$ cat config.mk
export PLATFORM = sky130hd
export DESIGN_NAME = mu0_mem_arbiter_flat
export DESIGN_NICKNAME = d
export VERILOG_FILES = /design/src/rtl/mu0_mem_arbiter_if.sv /design/src/rtl/mu0_mem_arbiter.sv /design/src/flat_wrapper.sv
export SDC_FILE = /design/constraint.sdc
export NUM_CORES = 1
export LEC_CHECK = 0
export CAP_MARGIN = 5
export CORE_MARGIN = 5
export CORE_UTILIZATION = 43
export CTS_BUF_LIST = sky130_fd_sc_hd__clkbuf_2 sky130_fd_sc_hd__clkbuf_4 sky130_fd_sc_hd__clkbuf_8
export CTS_CLUSTER_SIZE = 40
export DETAILED_ROUTE_END_ITERATION = 6
export PLACE_DENSITY = 0.83
export SETUP_SLACK_MARGIN = 0.2
export SLEW_MARGIN = 20
export SYNTH_ARGS = -nofsm -noshare
export SYNTH_HDL_FRONTEND = slang
export SYNTH_SLANG_ARGS = --single-unit
$ cat constraint.sdc
create_clock -name clk -period 2.4 [get_ports clk]
set_clock_uncertainty 0.2 [all_clocks]
set_input_delay 0.48 -clock clk [delete_from_list [all_inputs] [get_ports clk]]
set_output_delay 0.48 -clock clk [all_outputs]
set_load 0.01 [all_outputs]
$ cat src/rtl/mu0_mem_arbiter_if.sv
// rtl/mu0_mem_arbiter_if.sv - two-requester MU0 memory bus bundle
//
// Groups the two requester req/ack ports and the shared MU0 memory bus.
//   m0_* / m1_*  : req, rnw, addr, wdata from requesters; ack, rdata back
//   memrq, rnw, mem_address, mem_wdata : shared memory bus driven by arbiter
//   mem_rdata    : read data returned by memory
//   owner        : port of the most recent grant
// Modports: slave = arbiter side, master = requesters + memory side.

interface mu0_mem_arbiter_if #(
    parameter int AW = 12,
    parameter int DW = 16
);
    logic          m0_req;
    logic          m0_rnw;
    logic [AW-1:0] m0_addr;
    logic [DW-1:0] m0_wdata;
    logic          m0_ack;
    logic [DW-1:0] m0_rdata;

    logic          m1_req;
    logic          m1_rnw;
    logic [AW-1:0] m1_addr;
    logic [DW-1:0] m1_wdata;
    logic          m1_ack;
    logic [DW-1:0] m1_rdata;

    logic          memrq;
    logic          rnw;
    logic [AW-1:0] mem_address;
    logic [DW-1:0] mem_wdata;
    logic [DW-1:0] mem_rdata;
    logic          owner;

    modport slave (
        input  m0_req, m0_rnw, m0_addr, m0_wdata,
        output m0_ack, m0_rdata,
        input  m1_req, m1_rnw, m1_addr, m1_wdata,
        output m1_ack, m1_rdata,
        output memrq, rnw, mem_address, mem_wdata,
        input  mem_rdata,
        output owner
    );

    modport master (
        output m0_req, m0_rnw, m0_addr, m0_wdata,
        input  m0_ack, m0_rdata,
        output m1_req, m1_rnw, m1_addr, m1_wdata,
        input  m1_ack, m1_rdata,
        input  memrq, rnw, mem_address, mem_wdata,
        output mem_rdata,
        input  owner
    );
endinterface

$ cat src/rtl/mu0_mem_arbiter.sv
// rtl/mu0_mem_arbiter.sv - round-robin two-port arbiter for the MU0 memory bus
//
// Shares one MU0 memory bus between two req/ack requesters. One access at a
// time: IDLE (arbitrate) -> BUSY for MEM_LAT cycles (memrq high) -> ACK
// (one-cycle ack pulse to the winner) -> IDLE.
//   clk    : rising-edge clock
//   rst_n  : asynchronous active-low reset
//   bus    : mu0_mem_arbiter_if.slave (requester ports, memory bus, owner)
// Every output is a register; nothing from req/addr reaches the bus
// combinationally.

module mu0_mem_arbiter #(
    parameter int AW      = 12,
    parameter int DW      = 16,
    parameter int MEM_LAT = 1
) (
    input  logic                clk,
    input  logic                rst_n,
    mu0_mem_arbiter_if.slave    bus
);

    typedef enum logic [1:0] {
        S_IDLE = 2'd0,
        S_BUSY = 2'd1,
        S_ACK  = 2'd2
    } state_t;

    // Counter loaded at grant; the BUSY edge that sees zero is the last one.
    localparam logic [3:0] CNT_INIT = 4'(MEM_LAT - 1);

    state_t        state_q,      state_d;
    logic          last_grant_q, last_grant_d;
    logic          owner_q,      owner_d;
    logic          rnw_lat_q,    rnw_lat_d;
    logic [AW-1:0] addr_q,       addr_d;
    logic [DW-1:0] wdata_q,      wdata_d;
    logic [3:0]    cnt_q,        cnt_d;
    logic          memrq_q,      memrq_d;
    logic          rnw_out_q,    rnw_out_d;
    logic          ack0_q,       ack0_d;
    logic          ack1_q,       ack1_d;
    logic [DW-1:0] rdata0_q,     rdata0_d;
    logic [DW-1:0] rdata1_q,     rdata1_d;

    logic          any_req;
    logic          winner;

    always_ff @(posedge clk or negedge rst_n) begin
        if (!rst_n) begin
            state_q      <= S_IDLE;
            last_grant_q <= 1'b1;   // port 0 wins the first contention
            owner_q      <= 1'b0;
            rnw_lat_q    <= 1'b1;
            addr_q       <= '0;
            wdata_q      <= '0;
            cnt_q        <= 4'd0;
            memrq_q      <= 1'b0;
            rnw_out_q    <= 1'b1;
            ack0_q       <= 1'b0;
            ack1_q       <= 1'b0;
            rdata0_q     <= '0;
            rdata1_q     <= '0;
        end else begin
            state_q      <= state_d;
            last_grant_q <= last_grant_d;
            owner_q      <= owner_d;
            rnw_lat_q    <= rnw_lat_d;
            addr_q       <= addr_d;
            wdata_q      <= wdata_d;
            cnt_q        <= cnt_d;
            memrq_q      <= memrq_d;
            rnw_out_q    <= rnw_out_d;
            ack0_q       <= ack0_d;
            ack1_q       <= ack1_d;
            rdata0_q     <= rdata0_d;
            rdata1_q     <= rdata1_d;
        end
    end

    always_comb begin
        state_d      = state_q;
        last_grant_d = last_grant_q;
        owner_d      = owner_q;
        rnw_lat_d    = rnw_lat_q;
        addr_d       = addr_q;
        wdata_d      = wdata_q;
        cnt_d        = cnt_q;
        memrq_d      = 1'b0;
        rnw_out_d    = 1'b1;
        ack0_d       = 1'b0;
        ack1_d       = 1'b0;
        rdata0_d     = rdata0_q;
        rdata1_d     = rdata1_q;

        any_req = bus.m0_req | bus.m1_req;
        // Single requester wins outright; on contention the port that did
        // not win last time goes next.
        if (bus.m0_req && bus.m1_req) begin
            winner = ~last_grant_q;
        end else begin
            winner = bus.m1_req;
        end

        case (state_q)
            S_IDLE: begin
                if (any_req) begin
                    last_grant_d = winner;
                    owner_d      = winner;
                    cnt_d        = CNT_INIT;
                    memrq_d      = 1'b1;
                    state_d      = S_BUSY;
                    if (winner) begin
                        rnw_lat_d = bus.m1_rnw;
                        addr_d    = bus.m1_addr;
                        wdata_d   = bus.m1_wdata;
                        rnw_out_d = bus.m1_rnw;
                    end else begin
                        rnw_lat_d = bus.m0_rnw;
                        addr_d    = bus.m0_addr;
                        wdata_d   = bus.m0_wdata;
                        rnw_out_d = bus.m0_rnw;
                    end
                end
            end

            S_BUSY: begin
                if (cnt_q == 4'd0) begin
                    // Final BUSY edge: the only point mem_rdata is sampled.
                    state_d = S_ACK;
                    if (rnw_lat_q) begin
                        if (owner_q) begin
                            rdata1_d = bus.mem_rdata;
                        end else begin
                            rdata0_d = bus.mem_rdata;
                        end
                    end
                    ack0_d = ~owner_q;
                    ack1_d = owner_q;
                end else begin
                    cnt_d     = cnt_q - 4'd1;
                    memrq_d   = 1'b1;
                    rnw_out_d = rnw_lat_q;
                end
            end

            S_ACK: begin
                state_d = S_IDLE;
            end

            default: begin
                state_d = S_IDLE;
            end
        endcase
    end

    assign bus.memrq       = memrq_q;
    assign bus.rnw         = rnw_out_q;
    assign bus.mem_address = addr_q;
    assign bus.mem_wdata   = wdata_q;
    assign bus.m0_ack      = ack0_q;
    assign bus.m1_ack      = ack1_q;
    assign bus.m0_rdata    = rdata0_q;
    assign bus.m1_rdata    = rdata1_q;
    assign bus.owner       = owner_q;

endmodule

$ cat src/flat_wrapper.sv
// flat-port wrapper written by rule: the top's interface ports become plain ports
module mu0_mem_arbiter_flat 
#(
    parameter int AW      = 12,
    parameter int DW      = 16,
    parameter int MEM_LAT = 1
)
  (clk, rst_n, bus_m0_req, bus_m0_rnw, bus_m0_addr, bus_m0_wdata, bus_m0_ack, bus_m0_rdata, bus_m1_req, bus_m1_rnw, bus_m1_addr, bus_m1_wdata, bus_m1_ack, bus_m1_rdata, bus_memrq, bus_rnw, bus_mem_address, bus_mem_wdata, bus_mem_rdata, bus_owner);
  mu0_mem_arbiter_if #(.AW(AW), .DW(DW)) bus_i ();
  input  logic clk;
  input  logic rst_n;
  input wire logic [$bits(bus_i.m0_req)-1:0] bus_m0_req;
  input wire logic [$bits(bus_i.m0_rnw)-1:0] bus_m0_rnw;
  input wire logic [$bits(bus_i.m0_addr)-1:0] bus_m0_addr;
  input wire logic [$bits(bus_i.m0_wdata)-1:0] bus_m0_wdata;
  output wire logic [$bits(bus_i.m0_ack)-1:0] bus_m0_ack;
  output wire logic [$bits(bus_i.m0_rdata)-1:0] bus_m0_rdata;
  input wire logic [$bits(bus_i.m1_req)-1:0] bus_m1_req;
  input wire logic [$bits(bus_i.m1_rnw)-1:0] bus_m1_rnw;
  input wire logic [$bits(bus_i.m1_addr)-1:0] bus_m1_addr;
  input wire logic [$bits(bus_i.m1_wdata)-1:0] bus_m1_wdata;
  output wire logic [$bits(bus_i.m1_ack)-1:0] bus_m1_ack;
  output wire logic [$bits(bus_i.m1_rdata)-1:0] bus_m1_rdata;
  output wire logic [$bits(bus_i.memrq)-1:0] bus_memrq;
  output wire logic [$bits(bus_i.rnw)-1:0] bus_rnw;
  output wire logic [$bits(bus_i.mem_address)-1:0] bus_mem_address;
  output wire logic [$bits(bus_i.mem_wdata)-1:0] bus_mem_wdata;
  input wire logic [$bits(bus_i.mem_rdata)-1:0] bus_mem_rdata;
  output wire logic [$bits(bus_i.owner)-1:0] bus_owner;
  assign bus_i.m0_req = bus_m0_req;
  assign bus_i.m0_rnw = bus_m0_rnw;
  assign bus_i.m0_addr = bus_m0_addr;
  assign bus_i.m0_wdata = bus_m0_wdata;
  assign bus_m0_ack = bus_i.m0_ack;
  assign bus_m0_rdata = bus_i.m0_rdata;
  assign bus_i.m1_req = bus_m1_req;
  assign bus_i.m1_rnw = bus_m1_rnw;
  assign bus_i.m1_addr = bus_m1_addr;
  assign bus_i.m1_wdata = bus_m1_wdata;
  assign bus_m1_ack = bus_i.m1_ack;
  assign bus_m1_rdata = bus_i.m1_rdata;
  assign bus_memrq = bus_i.memrq;
  assign bus_rnw = bus_i.rnw;
  assign bus_mem_address = bus_i.mem_address;
  assign bus_mem_wdata = bus_i.mem_wdata;
  assign bus_i.mem_rdata = bus_mem_rdata;
  assign bus_owner = bus_i.owner;
  mu0_mem_arbiter #(.AW(AW), .DW(DW), .MEM_LAT(MEM_LAT)) u_core (.clk(clk), .rst_n(rst_n), .bus(bus_i));
endmodule
After elaboration in Yosys (flattened, before gate mapping)

Index checks and enable logic that the tools add are counted.

Reductions and logical operators: 9
Bitwise gates (word level): 3
Mux-type cells: 20
$add $sub $neg: 1
Eq/ne operators: 4

Operators with widths:

| cell                  | number |
|---|---|
| $mux W16              | 1 |
| $mux W12              | 1 |
| $mux W1               | 10 |
| $mux W4               | 2 |
| $pmux W4 S2           | 1 |
| $reduce_and A4 Y1     | 2 |
| $logic_not A4 Y1      | 1 |
| $mux W2               | 2 |
| $ne A2 B1 Y1 const B  | 2 |
| $pmux W1 S2           | 2 |
| $pmux W2 S2           | 1 |
| $reduce_and A2 Y1     | 2 |
| $sub A4 B1 Y4 const B | 1 |
| $reduce_and A3 Y1     | 1 |
| $eq A2 B1 Y1 const B  | 1 |
| $logic_not A2 Y1      | 1 |
| $ne A2 B2 Y1 const B  | 1 |
| $not A1 Y1            | 2 |
| $reduce_bool A2 Y1    | 1 |
| $logic_and A1 B1 Y1   | 1 |
| $or A1 B1 Y1          | 1 |

Output and inout port bits: 65
Input bits: 78
Bits in registers: 73

Logic depth before layout (Yosys ltp)

Depth after elaboration: 5
Mapped depth: 8

Least setup slack after synthesis

No wires, ideal clock.

Path kind: register to register
Start: register u_core.cnt_q[0]
End: register u_core.rdata1_q[10], in the netlist u_core.bus.m1_rdata[10]
Arrival: 1.836 ns
Path buffers: 2
Stages on the path, launching flop included: 9
Path slack: 0.239 ns
Data required time: 2.075 ns
Path through: dfrtp_1 inv_1 ha_1 or3b_4 nor2_8 and3_4 buf_8 buf_12 mux2_4

Longest elaborated chain between the ends: 2

RTL lines:

| what                        | RTL line               | text |
|---|---|---|
| start: declaration          | mu0_mem_arbiter.sv:37  | `logic [3:0] cnt_q, cnt_d;` |
| start signal: assignment    | mu0_mem_arbiter.sv:70  | `cnt_q <= cnt_d;` |
| $logic_not A4 Y1            | mu0_mem_arbiter.sv:127 | `if (cnt_q == 4'd0) begin` |
| $reduce_and A4 Y1 (no line) | n/a                    |  |
| end signal: assignment      | mu0_mem_arbiter.sv:76  | `rdata1_q <= rdata1_d;` |
| end: declaration            | mu0_mem_arbiter.sv:43  | `logic [DW-1:0] rdata1_q, rdata1_d;` |

Every way passes these cells.
A chain may end at the register's enable or synchronous reset.

Worst setup path in the final report

Start: register u_core.cnt_q[0]
End: register u_core.rdata1_q[7], in the netlist u_core.bus.m1_rdata[7]

Same word-level chain as after synthesis.

==> reports/metrics.cfg <==
[placement]
numPlacedInstances=474
dpl_cell_area_um2=4670
place.detailed.hpwl_um=5810
gp_congestion=0.726
pre_cts_ws_ps=172
io_buffers=142

[critical_path]
r2r_cells=7
r2r_start=u_core.cnt_q[0]
crit_required_ps=2430
reg2reg_to=u_core.bus.m1_rdata[7]
crit_type=reg2reg
crit_slowest_cell=dfrtp_1
arrival_ps=2220
path_cells=inv_2, ha_4, or3b_4, nor2_8, and3_4, buf_12, mux2_4
end_kind=flop
worst_setup_path_start_kind=flop
max_stage_delay_ps=410
path_max_fanout=7
regToRegSetupSlack_ps=210

[timing]
setup_viol=0
drv_slew=0
worst_slew_pin_slew_ps=626
hold_ws_ps=282
fmax_mhz=456
hold_viol_final=0
setup_slack_ps=207
post-route-min-period_ps=2190
rsz0062_at_grt=true
min_period_over_period_pct=91.4
tns_ps=0
slew_headroom_pct=58.2

[floorplan]
num_io_pins=143
rows=31
die_w_um=95.0
coreArea_um2=7140
die_y_um=95.0
die-area_um2=9030
start_util_pct=43.6

[clocking]
clk_pin_slew_ps=80
root_buffer=clkbuf_8
clk_latency_ps=340
cts.sinks=73
clk_path_buf_depth=2
h-tree-depth=3
cts_tree=done
cts_buffers=9

[power]
p_switching_mw=1.95
clkPwrFrac_pct=16.3
p_per_area_nw_per_um2=1190
p_comb_share_pct=47.3
pwr-share-seq_pct=36.3
swShare_pct=32.7
power.internal_mw=4.01
ir_drop_v=0.000467
leakage_nw=2.16

[hold_path]
hp-class=reg2reg
hold_end=u_core.bus.mem_wdata[9]
worstHoldStart=u_core.bus.mem_wdata[9]
holdPathStages=2

[detailed_routing]
drtPass1Iterations=4
drc=0
drtIter0Drc=114
final_antenna_net_count=0
wire_per_inst_um=16.2
avgViaCountPerCell=4.85
routed_wl_um=8060
vias=2413

[logic_synthesis]
synth.most_common_cell=dfrtp_1
synth_common_cells=dfrtp_1, nand2_1, mux2i_1, o21ai_0, mux2_2
synth-edff-count=0
postSynthAreaPerCell_um2=13.0
synth-seq-cells=73
netlist_area_um2=3110
synthTopCellsByArea=dfrtp_1, mux2i_1, mux2_2
yosys_warnings=0
netlist-cell-type-count=33
synthesis.nets=320
syn_inst=240
synth_top_flop_cell=dfrtp_1
ys_seq_area_share_pct=58.9
yosysTopAreaCell=dfrtp_1
async_flop_share_pct=100
synth_top_area_share_pct=56.3

[finish]
final_cells=498
diodes=0
drive_above_1_share_pct=18.8
area_growth_syn_to_layout_pct=60.6
layout.nets=474
fin_area_um2=4990

[grt]
gr-total-overflow=0
grt_use_total_pct=18.3
antenna_found_initial=0
grt_pass1_wl_um=12500
grt_pass1_vias=2577
grt_start_max_net_pins=48

[flow_run]
maxCapViolCount=0

[status]
status=completed

[metrics by stage]
stage	total power, mW	utilization, %
CTS	5.96	69.0
global placement	4.82	65.4
finish	5.95	70.0
global route	6.35	70.0
detailed placement	4.93	65.4
floorplan	3.40	-
[cells in the final DEF (no fill, tap or decap), drive strengths merged]
cell type,instances
buf,13
a21oi,1
nand3,3
dfrtp,70
dfstp,3
nor3,1
nand2b,1
nand3b,1
o21a,1
clkbuf,9
ha,2
clkinvlp,1
a22o,1
inv,4
bufinv,1
o21ai,31
and2,1
nor2b,1
dlygate4sd3,1
a31oi,3
clkdlybuf4s50,141
mux2i,30
or3b,1
or2b,1
or2,1
mux2,32
a21boi,1
and3,1
clkinv,3
nor4,1
nor2,4
nand2,34
[cell type report]
| class | count | area, um^2 |
|---|---|---|
| Sequential cell | 73 | 1830 |
| Fill cell | 526 | 2140 |
| Multi-Input combinational cell | 153 | 1240 |
| Clock buffer | 9 | 124 |
| Clock inverter | 7 | 77.6 |
| Tap cell | 99 | 124 |
| Inverter | 2 | 7.51 |
| Timing Repair Buffer | 155 | 1590 |
[worst max-delay path by stage]
| stage | slack, ps | startpoint | cells past startpoint | to |
|---|---|---|---|---|
| 2_1_floorplan | 240 | u_core.cnt_q[0] | 8 | u_core.bus.m1_rdata[10] |
| 3_3_place_gp | 200 | u_core.cnt_q[0] | 6 | u_core.bus.m1_rdata[1] |
| 3_5_place_dp | 170 | u_core.cnt_q[0] | 6 | u_core.bus.m1_rdata[3] |
| 4_1_cts | 220 | u_core.cnt_q[0] | 7 | u_core.bus.m1_rdata[4] |
| 5_1_grt | 140 | u_core.cnt_q[0] | 7 | u_core.bus.m1_rdata[8] |
| 6_report | 210 | u_core.cnt_q[0] | 7 | u_core.bus.m1_rdata[7] |
[cells by family after synthesis]
family	count (synthesis)	synth area share, %
flops	73	58.9
mux	62	22.5
simple gates	51	8.41
compound gates	38	6.52
buf+inv	14	2.94
fa+ha+maj	2	0.805
[registers in the layout, indices dropped and copies added, names as in the netlist, 2 cells and up]
register	count
u_core.bus.m0_rdata	16
u_core.bus.m1_rdata	16
u_core.bus.mem_address	12
u_core.bus.mem_wdata	16
u_core.cnt_q	4
u_core.state_q	2
[timing repair]
| item | in CTS | in global routing |
|---|---|---|
| hold buffers | 1 | 0 |
| pin swaps | 1 | 2 |
| setup buffers | 3 | 4 |
| setup endpoints to repair | 16 | 18 |
| endpoints found under the hold margin | 43 | 0 |
| resized for setup | 0 | 11 |
[worst max-delay path, delay by kind of cell (launching register included)]
kind	cells	cell delay, ps
buf+inv	2	240
mux	1	300
flops	1	410
simple gates	3	810
fa+ha+maj	1	120
[power groups by stage]
| stage | combinational, mW | sequential (mW) | clock [mW] |
|---|---|---|---|
| 2_1_floorplan | 1.01 | 2.39 | 0 |
| 3_3_place_gp | 2.68 | 2.14 | 0 |
| 3_5_place_dp | 2.75 | 2.18 | 0 |
| 4_1_cts | 2.80 | 2.16 | 1.00 |
| 5_1_grt | 3.04 | 2.24 | 1.06 |
| 6_report | 2.82 | 2.16 | 0.972 |
[routing by layer]
| layer | global-route usage [%] | vias up | wire, um |
|---|---|---|---|
| li1 | - | 1156 | - |
| met1 | 20.8 | 1147 | 3190 |
| met2 | 31.7 | 100 | 4080 |
| met3 | 6.31 | 10 | 688 |
| met4 | 6.73 | 0 | 106 |
| met5 | 0 | - | 0 |
Note: power is estimated with default switching activity, not from simulation.
